**src/rtl/edf_fifo_read_scheduler.sv**
```systemverilog
// Earliest-deadline-first read scheduler over four FIFOs feeding one output.
// Picks the non-empty FIFO with the earliest head deadline, reads it, and hands the byte downstream.
module edf_fifo_read_scheduler #(
  parameter int unsigned DW = 8,
  parameter int unsigned TW = 8,
  parameter int unsigned NP = 4
) (
  input  logic             CLK,
  input  logic             RSTn,
  input  logic             enable,
  input  logic [NP-1:0]    fifo_empty,
  input  logic [NP*TW-1:0] fifo_deadline,
  input  logic [NP*DW-1:0] fifo_data,
  output logic [NP-1:0]    fifo_read,
  output logic [DW-1:0]    out_data,
  output logic             out_valid,
  input  logic             out_ready,
  output logic [1:0]       out_port,
  output logic             out_late,
  output logic [TW-1:0]    now,
  output logic [15:0]      late_cnt
);

  localparam int unsigned PW = $clog2(NP);
  localparam int unsigned CW = 16;

  typedef enum logic [1:0] {IDLE, RD, HOLD} state_t;

  state_t          state, state_d;
  logic [NP-1:0]   fifo_read_d;
  logic            out_valid_d;
  logic [PW-1:0]   out_port_d;
  logic            out_late_d;
  logic [TW-1:0]   now_d;
  logic [CW-1:0]   late_cnt_d;
  logic [PW-1:0]   rr_ptr, rr_ptr_d;

  logic [TW-1:0]   dl [NP];
  logic [NP-1:0]   best;
  logic            any_cand;
  logic [PW-1:0]   win;
  logic            late_win;

  // Wrap-safe ordering: a precedes b when (a-b) lands in the upper half of the tag space.
  function automatic logic earlier(input logic [TW-1:0] a, input logic [TW-1:0] b);
    logic [TW-1:0] d;
    d = TW'(a - b);
    return d[TW-1];
  endfunction

  // Winner: first candidate in round-robin scan order that no other candidate strictly beats.
  always_comb begin
    logic          beaten;
    logic          found;
    logic          fb_found;
    logic [PW-1:0] fb;
    logic [PW-1:0] idx;
    best     = '0;
    found    = 1'b0;
    fb_found = 1'b0;
    fb       = rr_ptr;
    win      = rr_ptr;
    idx      = rr_ptr;
    beaten   = 1'b0;
    for (int unsigned i = 0; i < NP; i++) begin
      dl[i] = fifo_deadline[i*TW +: TW];
    end
    for (int unsigned i = 0; i < NP; i++) begin
      beaten = 1'b0;
      for (int unsigned j = 0; j < NP; j++) begin
        if (!fifo_empty[j] && earlier(dl[j], dl[i])) beaten = 1'b1;
      end
      best[i] = !fifo_empty[i] && !beaten;
    end
    // Fallback covers a non-transitive wrap cycle where every candidate is beaten.
    for (int unsigned k = 1; k <= NP; k++) begin
      idx = rr_ptr + PW'(k);
      if (!found && best[idx]) begin
        found = 1'b1;
        win   = idx;
      end
      if (!fb_found && !fifo_empty[idx]) begin
        fb_found = 1'b1;
        fb       = idx;
      end
    end
    if (!found) win = fb;
    any_cand = |(~fifo_empty);
    late_win = earlier(dl[win], now);
  end

  // Next-state and registered-output logic.
  always_comb begin
    logic start;
    state_d     = state;
    fifo_read_d = '0;
    out_valid_d = out_valid;
    out_port_d  = out_port;
    out_late_d  = out_late;
    now_d       = TW'(now + 1'b1);
    late_cnt_d  = late_cnt;
    rr_ptr_d    = rr_ptr;
    start       = 1'b0;
    case (state)
      IDLE: begin
        out_valid_d = 1'b0;
        if (enable && any_cand) start = 1'b1;
      end
      RD: begin
        out_valid_d = 1'b1;
        state_d     = HOLD;
      end
      HOLD: begin
        if (out_ready) begin
          out_valid_d = 1'b0;
          if (out_late && late_cnt != {CW{1'b1}}) late_cnt_d = CW'(late_cnt + 1'b1);
          if (enable && any_cand) start = 1'b1;
          else                    state_d = IDLE;
        end
      end
      default: begin
        state_d     = IDLE;
        out_valid_d = 1'b0;
      end
    endcase
    if (start) begin
      state_d     = RD;
      out_port_d  = win;
      out_late_d  = late_win;
      rr_ptr_d    = win;
      fifo_read_d = NP'(1) << win;
    end
  end

  always_ff @(posedge CLK or negedge RSTn) begin
    if (!RSTn) begin
      state     <= IDLE;
      fifo_read <= '0;
      out_valid <= 1'b0;
      out_port  <= '0;
      out_late  <= 1'b0;
      now       <= '0;
      late_cnt  <= '0;
      rr_ptr    <= PW'(NP - 1);
    end else begin
      state     <= state_d;
      fifo_read <= fifo_read_d;
      out_valid <= out_valid_d;
      out_port  <= out_port_d;
      out_late  <= out_late_d;
      now       <= now_d;
      late_cnt  <= late_cnt_d;
      rr_ptr    <= rr_ptr_d;
    end
  end

  // The selected FIFO holds its data register steady through HOLD, so a plain mux suffices.
  assign out_data = fifo_data[out_port*DW +: DW];

endmodule

```
**config.mk**
```make
export PLATFORM = sky130hd
export DESIGN_NAME = edf_fifo_read_scheduler
export DESIGN_NICKNAME = d
export VERILOG_FILES = /design/src/rtl/edf_fifo_read_scheduler.sv
export SDC_FILE = /design/constraint.sdc
export NUM_CORES = 1
export LEC_CHECK = 0
export CAP_MARGIN = 20
export CELL_PAD_IN_SITES_DETAIL_PLACEMENT = 2
export CELL_PAD_IN_SITES_GLOBAL_PLACEMENT = 2
export CORE_MARGIN = 2
export CORE_UTILIZATION = 27
export CTS_CLUSTER_SIZE = 20
export DETAILED_ROUTE_END_ITERATION = 6
export GPL_TIMING_DRIVEN = 0
export HOLD_SLACK_MARGIN = 0.1
export PLACE_DENSITY_LB_ADDON = 0.1
export SETUP_SLACK_MARGIN = 0.5
export SYNTH_ARGS = -nofsm -noshare
export SYNTH_HDL_FRONTEND = slang
export SYNTH_SLANG_ARGS = --single-unit
```
**constraint.sdc**
```tcl
create_clock -name CLK -period 4.6 [get_ports CLK]
set_clock_uncertainty 0.1 [all_clocks]
set_input_delay 0.92 -clock CLK [delete_from_list [all_inputs] [get_ports CLK]]
set_output_delay 0.92 -clock CLK [all_outputs]
set_load 0.05 [all_outputs]
```
# [After elaboration in Yosys (flattened, before gate mapping)]
# Index checks and enable logic that the tools add are counted.
[classes] n_shift=2 n_eq_ne=7 addsub=22 magnitude_cmp=5 n_bitwise=2 reduce_logical=48 n_mux=61
[op_table] operator="subtractor 8 bit" n=17
[op_table] operator="2-to-1 mux 1 bit" n=34
[op_table] operator="variable part select 32 x 6 -> 8 bit" n=1
[op_table] operator="logical AND 1 bit" n=28
[op_table] operator="2-to-1 mux 2 bit" n=12
[op_table] operator="adder 16 x 1 -> 16 bit, second input constant" n=1
[op_table] operator="binary-select mux 1 bit (select 2 bit)" n=8
[op_table] operator="binary-select mux 8 bit (select 2 bit)" n=1
[op_table] operator="zero test 1 bit" n=16
[op_table] operator="2-to-1 mux 8 bit" n=2
[op_table] operator="!= test 16 bit, second input constant" n=1
[op_table] operator="< comparator 2 x 3 -> 1 bit, second input constant" n=4
[op_table] operator="adder 8 x 1 -> 8 bit, second input constant" n=1
[op_table] operator="!= test 3 bit, second input constant" n=2
[op_table] operator="case mux 2 bit (3 select lines)" n=1
[op_table] operator="AND reduction 3 bit" n=2
[op_table] operator="adder 2 bit, second input constant" n=2
[op_table] operator="2-to-1 mux 4 bit" n=1
[op_table] operator="!= test 2 bit, second input constant" n=2
[op_table] operator="inverter 4 bit" n=1
[op_table] operator="case mux 1 bit (2 select lines)" n=2
[op_table] operator="OR reduction 4 bit" n=1
[op_table] operator="<< shifter 1 x 2 -> 4 bit, first input constant" n=1
[op_table] operator="greater-or-equal comparator 3 bit, second input constant" n=1
[op_table] operator="5 further kinds" n=5
[word_totals] out_inout_bits=40 inputBits=72 regBits=36 elab_cells=155

# [Depth between registers and ports, before layout]
[depth] word_depth=26 depth_mapped=28 depth_no_buf=25

# [Least setup slack after synthesis]
# No wires, ideal clock.
[synth_path] path_kind="input -> register" start="input fifo_deadline[4]" end="register out_late" path_stages=27 setup_time_ps=125 t_arrival_ps=5472 required_ps=4375 path_buffers=2 setup_slack_ps=-1096 path_cell_list="inv_1 -> ha_1 -> a211o_1 -> a21oi_1 -> o21a_1 -> o211ai_1 -> nor3_1 -> a21oi_1 -> a311o_1 -> nand3_1 -> buf_2 -> buf_1 -> nor2_1 -> a21oi_1 -> a21oi_1 -> ha_1 -> a21o_1 -> a21oi_1 -> nor2b_1 -> nor2_1 -> nand4_1 -> or3_1 -> a31oi_1 -> a211oi_1 -> o221ai_1 -> xor2_1 -> mux2_2"
[synth_via] elab_chain_len=26 elab_cells_between_ends=66 cone_classes="8 x add/sub; 36 x mux; 1 x bitwise; 21 x reduce/logical"
[synth_rtl] item="from (decl)" line_no="12" text="input logic [NP*TW-1:0] fifo_deadline,"
[synth_rtl] item="subtractor 8 bit" line_no="47" text="d = TW'(a - b);"
[synth_rtl] item="logical AND 1 bit" line_no="71" text="if (!fifo_empty[j] && earlier(dl[j], dl[i])) beaten = 1'b1;"
[synth_rtl] item="2-to-1 mux 1 bit (4 in series)" line_no="71"
[synth_rtl] item="zero test 1 bit" line_no="73" text="best[i] = !fifo_empty[i] && !beaten;"
[synth_rtl] item="logical AND 1 bit" line_no="73"
[synth_rtl] item="binary-select mux 1 bit (select 2 bit)" line_no="78" text="if (!found && best[idx]) begin"
[synth_rtl] item="2-to-1 mux 1 bit (implied by the code)" line_no="78"
[synth_rtl] item="2-to-1 mux 1 bit" line_no="78"
[synth_rtl] item="[... 6 more ...]"
[synth_rtl] item="zero test 1 bit" line_no="78"
[synth_rtl] item="logical AND 1 bit" line_no="78"
[synth_rtl] item="2-to-1 mux 2 bit or 2-to-1 mux 1 bit (tied branches)" line_no="78"
[synth_rtl] item="2-to-1 mux 2 bit" line_no="87" text="if (!found) win = fb;"
[synth_rtl] item="inverter 2 -> 3 bit (implied by the code)" line_no="89" text="late_win = earlier(dl[win], now);"
[synth_rtl] item="binary-select mux 8 bit (select 2 bit) *" line_no="89"
[synth_rtl] item="2-to-1 mux 8 bit (implied by the code) * (2 in series)" line_no="89"
[synth_rtl] item="subtractor 8 bit *" line_no="47"
[synth_rtl] item="to (signal assigned)" line_no="150" text="out_late <= out_late_d;"
[synth_rtl] item="to (decl)" line_no="19" text="output logic out_late,"
# Mark *: on every way between the ends. The rest lies on a longest branch, timed or not. The select of a mux whose other input is x is not followed.
# A chain may end at the register's enable or synchronous reset.

# [Worst setup path in the final report]
[layout_path] start="input fifo_deadline[6]" end="register out_late"
# The elaborated chain is that of the path after synthesis.

==> flow_summary.yaml <==
floorplan:
  ios: 112
  coreArea_mm2: 0.0159
  initial_core_util: 0.278
  fp.dieH_um: 132
  num_rows: 46
  die-area_mm2: 0.0174
  die_w_um: 132
clock_tree:
  hold_buffers: 0
  cts_tree: "yes"
  clock-sinks: 36
  clkTransAtPathRegs_ns: 0.06
  h-tree-depth: 2
  clk_latency_ns: 0.29
  clock_path_buffers: 2
  cts_buffers: 5
  cts-root-buf: "clkbuf_16"
sta:
  max_slew_margin: 0.418
  final.min_clock_period_ns: 5.95
  finalSetupViolCount: 3
  drv_slew: 0
  fin_crit_sh: 1.29
  fin_ws_ns: -1.35
  worst_slew_pin_slew_ns: 0.873
  fmax_mhz: 168
  rsz0062_at_grt: "true"
  hold_viol: 0
worst_setup_path:
  crit_slowest_cell: "or3_4"
  crit_top_cell: "buf_4"
  path_class: "in2reg"
  crit_cells: 30
  r2r_cells: 27
  critPathArrivalTime_ns: 6.02
  required_ns: 4.67
  cp_max_fo: 4
  crit_family: "buffers and inverters"
  startpoint_type: "input port"
  path_buf_inv: 17
  slowest_delay_ns: 0.47
  cp-end-kind: "flop"
power_and_ir_drop:
  total_power_w: 0.00295
  leakage_nw: 3.06
  ir_drop_v: 0.000215
  power_density_mw_per_mm2: 410
synthesis:
  synthTopCellsByArea: "ha_1 (23%), dfrtp_1 (19%), nor2_1 (5.2%)"
  synthFlopType: "dfrtp_1"
  yosysUniqueCellTypes: 60
  ys.warnings.count: 0
  synthArstFlopShare: 1.00
  postSynthCellCount: 510
  ys_seq_elements: 36
  syn-cell-area_mm2: 0.00442
  synth_nets: 662
  yosys.area.top_type_share: 0.226
  synth-edff-count: 0
  ys_seq_area_frac: 0.204
  avgSynthCellArea_um2: 8.67
  yosys.area.top_type: "ha_1"
drt:
  first_pass_iters: 4
  vias: 4652
  drt-total-wl_um: 19000
  drc: 0
  viasPerCell: 5.13
  postRouteAntennaNets: 0
  drt_iter0_drc: 137
  wire_per_inst_um: 20.9
run_status:
  outcome: "finished with violations"
  violations: "negative setup slack"
placed_design:
  place.gp.congestion: 0.807
  pre_cts_slack_ns: -2.38
  dpl_cell_area_mm2: 0.00579
  io_buffers: 105
  hpwl_um: 13800
  place_inst: 831
grt:
  grt_pass1_wl_um: 29800
  track_usage: 0.215
  grt_pass1_vias: 5139
  overflow: 0
  antenna_found_initial: 0
  grt_max_degree: 37
finish:
  multi_input_area_mm2: 0.00391
  fin_area_mm2: 0.00721
  layout.nets: 841
  drive_gt1_frac: 0.333
  antenna_cells: 0
  area_growth_pct: 63.0
  fill_cells: 1699
  seqCellArea_um2: 903
  final_common_cell: "clkdlybuf4s50_1"
  final_cell_mix: "clkdlybuf4s50_1 (76), buf_4 (66), nor2_1 (58)"
  final_cells: 906
hold_path:
  hold_depth: 1
  hp-class: "reg2reg"
flow_run:
  drv_cap: 0
-- per-layer routing --
layer  track usage  vias up  wire length [µm]
met5             0        -                 0
met4        0.0320        0               122
met3        0.0254       10               337
met2         0.400       51             10100
met1         0.270     2382              8390
li1              -     2209                 -
-- report_power, final --
part / internal, W / switching (W) / leakage [nW] / total [W]
Combinational: 0.000973 / 0.00118 / 2.51 / 0.00215
Clock: 0.000255 / 0.000138 / 0.0798 / 0.000393
Sequential: 0.000373 / 0.0000371 / 0.466 / 0.000410
Total: 0.00160 / 0.00135 / 3.06 / 0.00295
-- per-stage QoR --
step | utilization | setup TNS (ns) | hold WS [ns]
after floorplan | - | -0.735 | 0.408
after global routing | 0.452 | -2.94 | 0.442
after CTS | 0.441 | -1.34 | 0.409
after detailed placement | 0.363 | -3.49 | 0.395
after global placement | 0.363 | -2.75 | 0.386
final | 0.452 | -2.39 | 0.397
-- registers in the layout, indices dropped and copies added, names as in the netlist --
| register | count |
|---|---|
| fifo_read | 4 |
| out_valid | 1 |
| out_late | 1 |
| late_cnt | 16 |
| now | 8 |
| rr_ptr | 2 |
| state | 2 |
| out_port | 2 |
-- cells in the mapped netlist, types with 3 or more instances --
| master | n |
|---|---|
| a211o_1 | 7 |
| a211oi_1 | 22 |
| a21o_1 | 7 |
| a21oi_1 | 31 |
| and2_1 | 6 |
| buf_1 | 3 |
| buf_2 | 6 |
| clkbuf_1 | 7 |
| dfrtp_1 | 34 |
| ha_1 | 80 |
| inv_1 | 39 |
| mux2_2 | 3 |
| mux2i_1 | 11 |
| mux4_2 | 8 |
| nand2_1 | 25 |
| nand2b_1 | 14 |
| nand3_1 | 12 |
| nand4_1 | 19 |
| nor2_1 | 61 |
| nor3_1 | 13 |
| nor4_1 | 3 |
| o211ai_1 | 4 |
| o21a_1 | 3 |
| o21ai_0 | 11 |
| o21bai_1 | 3 |
| o221ai_1 | 3 |
| xnor2_1 | 20 |
| xor2_1 | 13 |
-- cell type report --
cell class	instances	area share
Multi-Input combinational cell	417	0.542
Timing Repair Buffer	172	0.224
Sequential cell	36	0.125
Tap cell	216	0.0375
Inverter	40	0.0288
Buffer	17	0.0189
Clock buffer	5	0.0174
Clock inverter	3	0.00590
-- path summary, 6_finish.rpt --
path | startpoint | to | slack, ns
max | fifo_deadline[6] | out_late | -1.35
min | late_cnt[6] | late_cnt[6] | 0.40
max reg2reg | rr_ptr[1] | out_late | -0.64
min reg2reg | late_cnt[6] | late_cnt[6] | 0.40
max in group asynchronous | RSTn | fifo_read[0] | 3.20
min in group asynchronous | RSTn | now[3] | 0.65
-- logic make-up after synthesis --
group                      after synthesis  synth area share
adders and majority gates               80             0.226
buffers and inverters                   57            0.0518
xor gates and xnor gates                33            0.0653
and+or+nand+nor                        168             0.188
AOI/OAI and AO/OA                      114             0.192
DFF                                     36             0.204
muxes                                   22            0.0732
-- what timing repair did --
| item | 4_1_cts | 5_1_grt |
|---|---|---|
| hold endpoints to repair | 0 | 0 |
| setup endpoints to repair | 8 | 3 |
| pin swaps | 54 | 21 |
| resized for setup | 291 | 17 |
| setup buffers | 56 | 11 |
(Power assumes the default switching activity.)
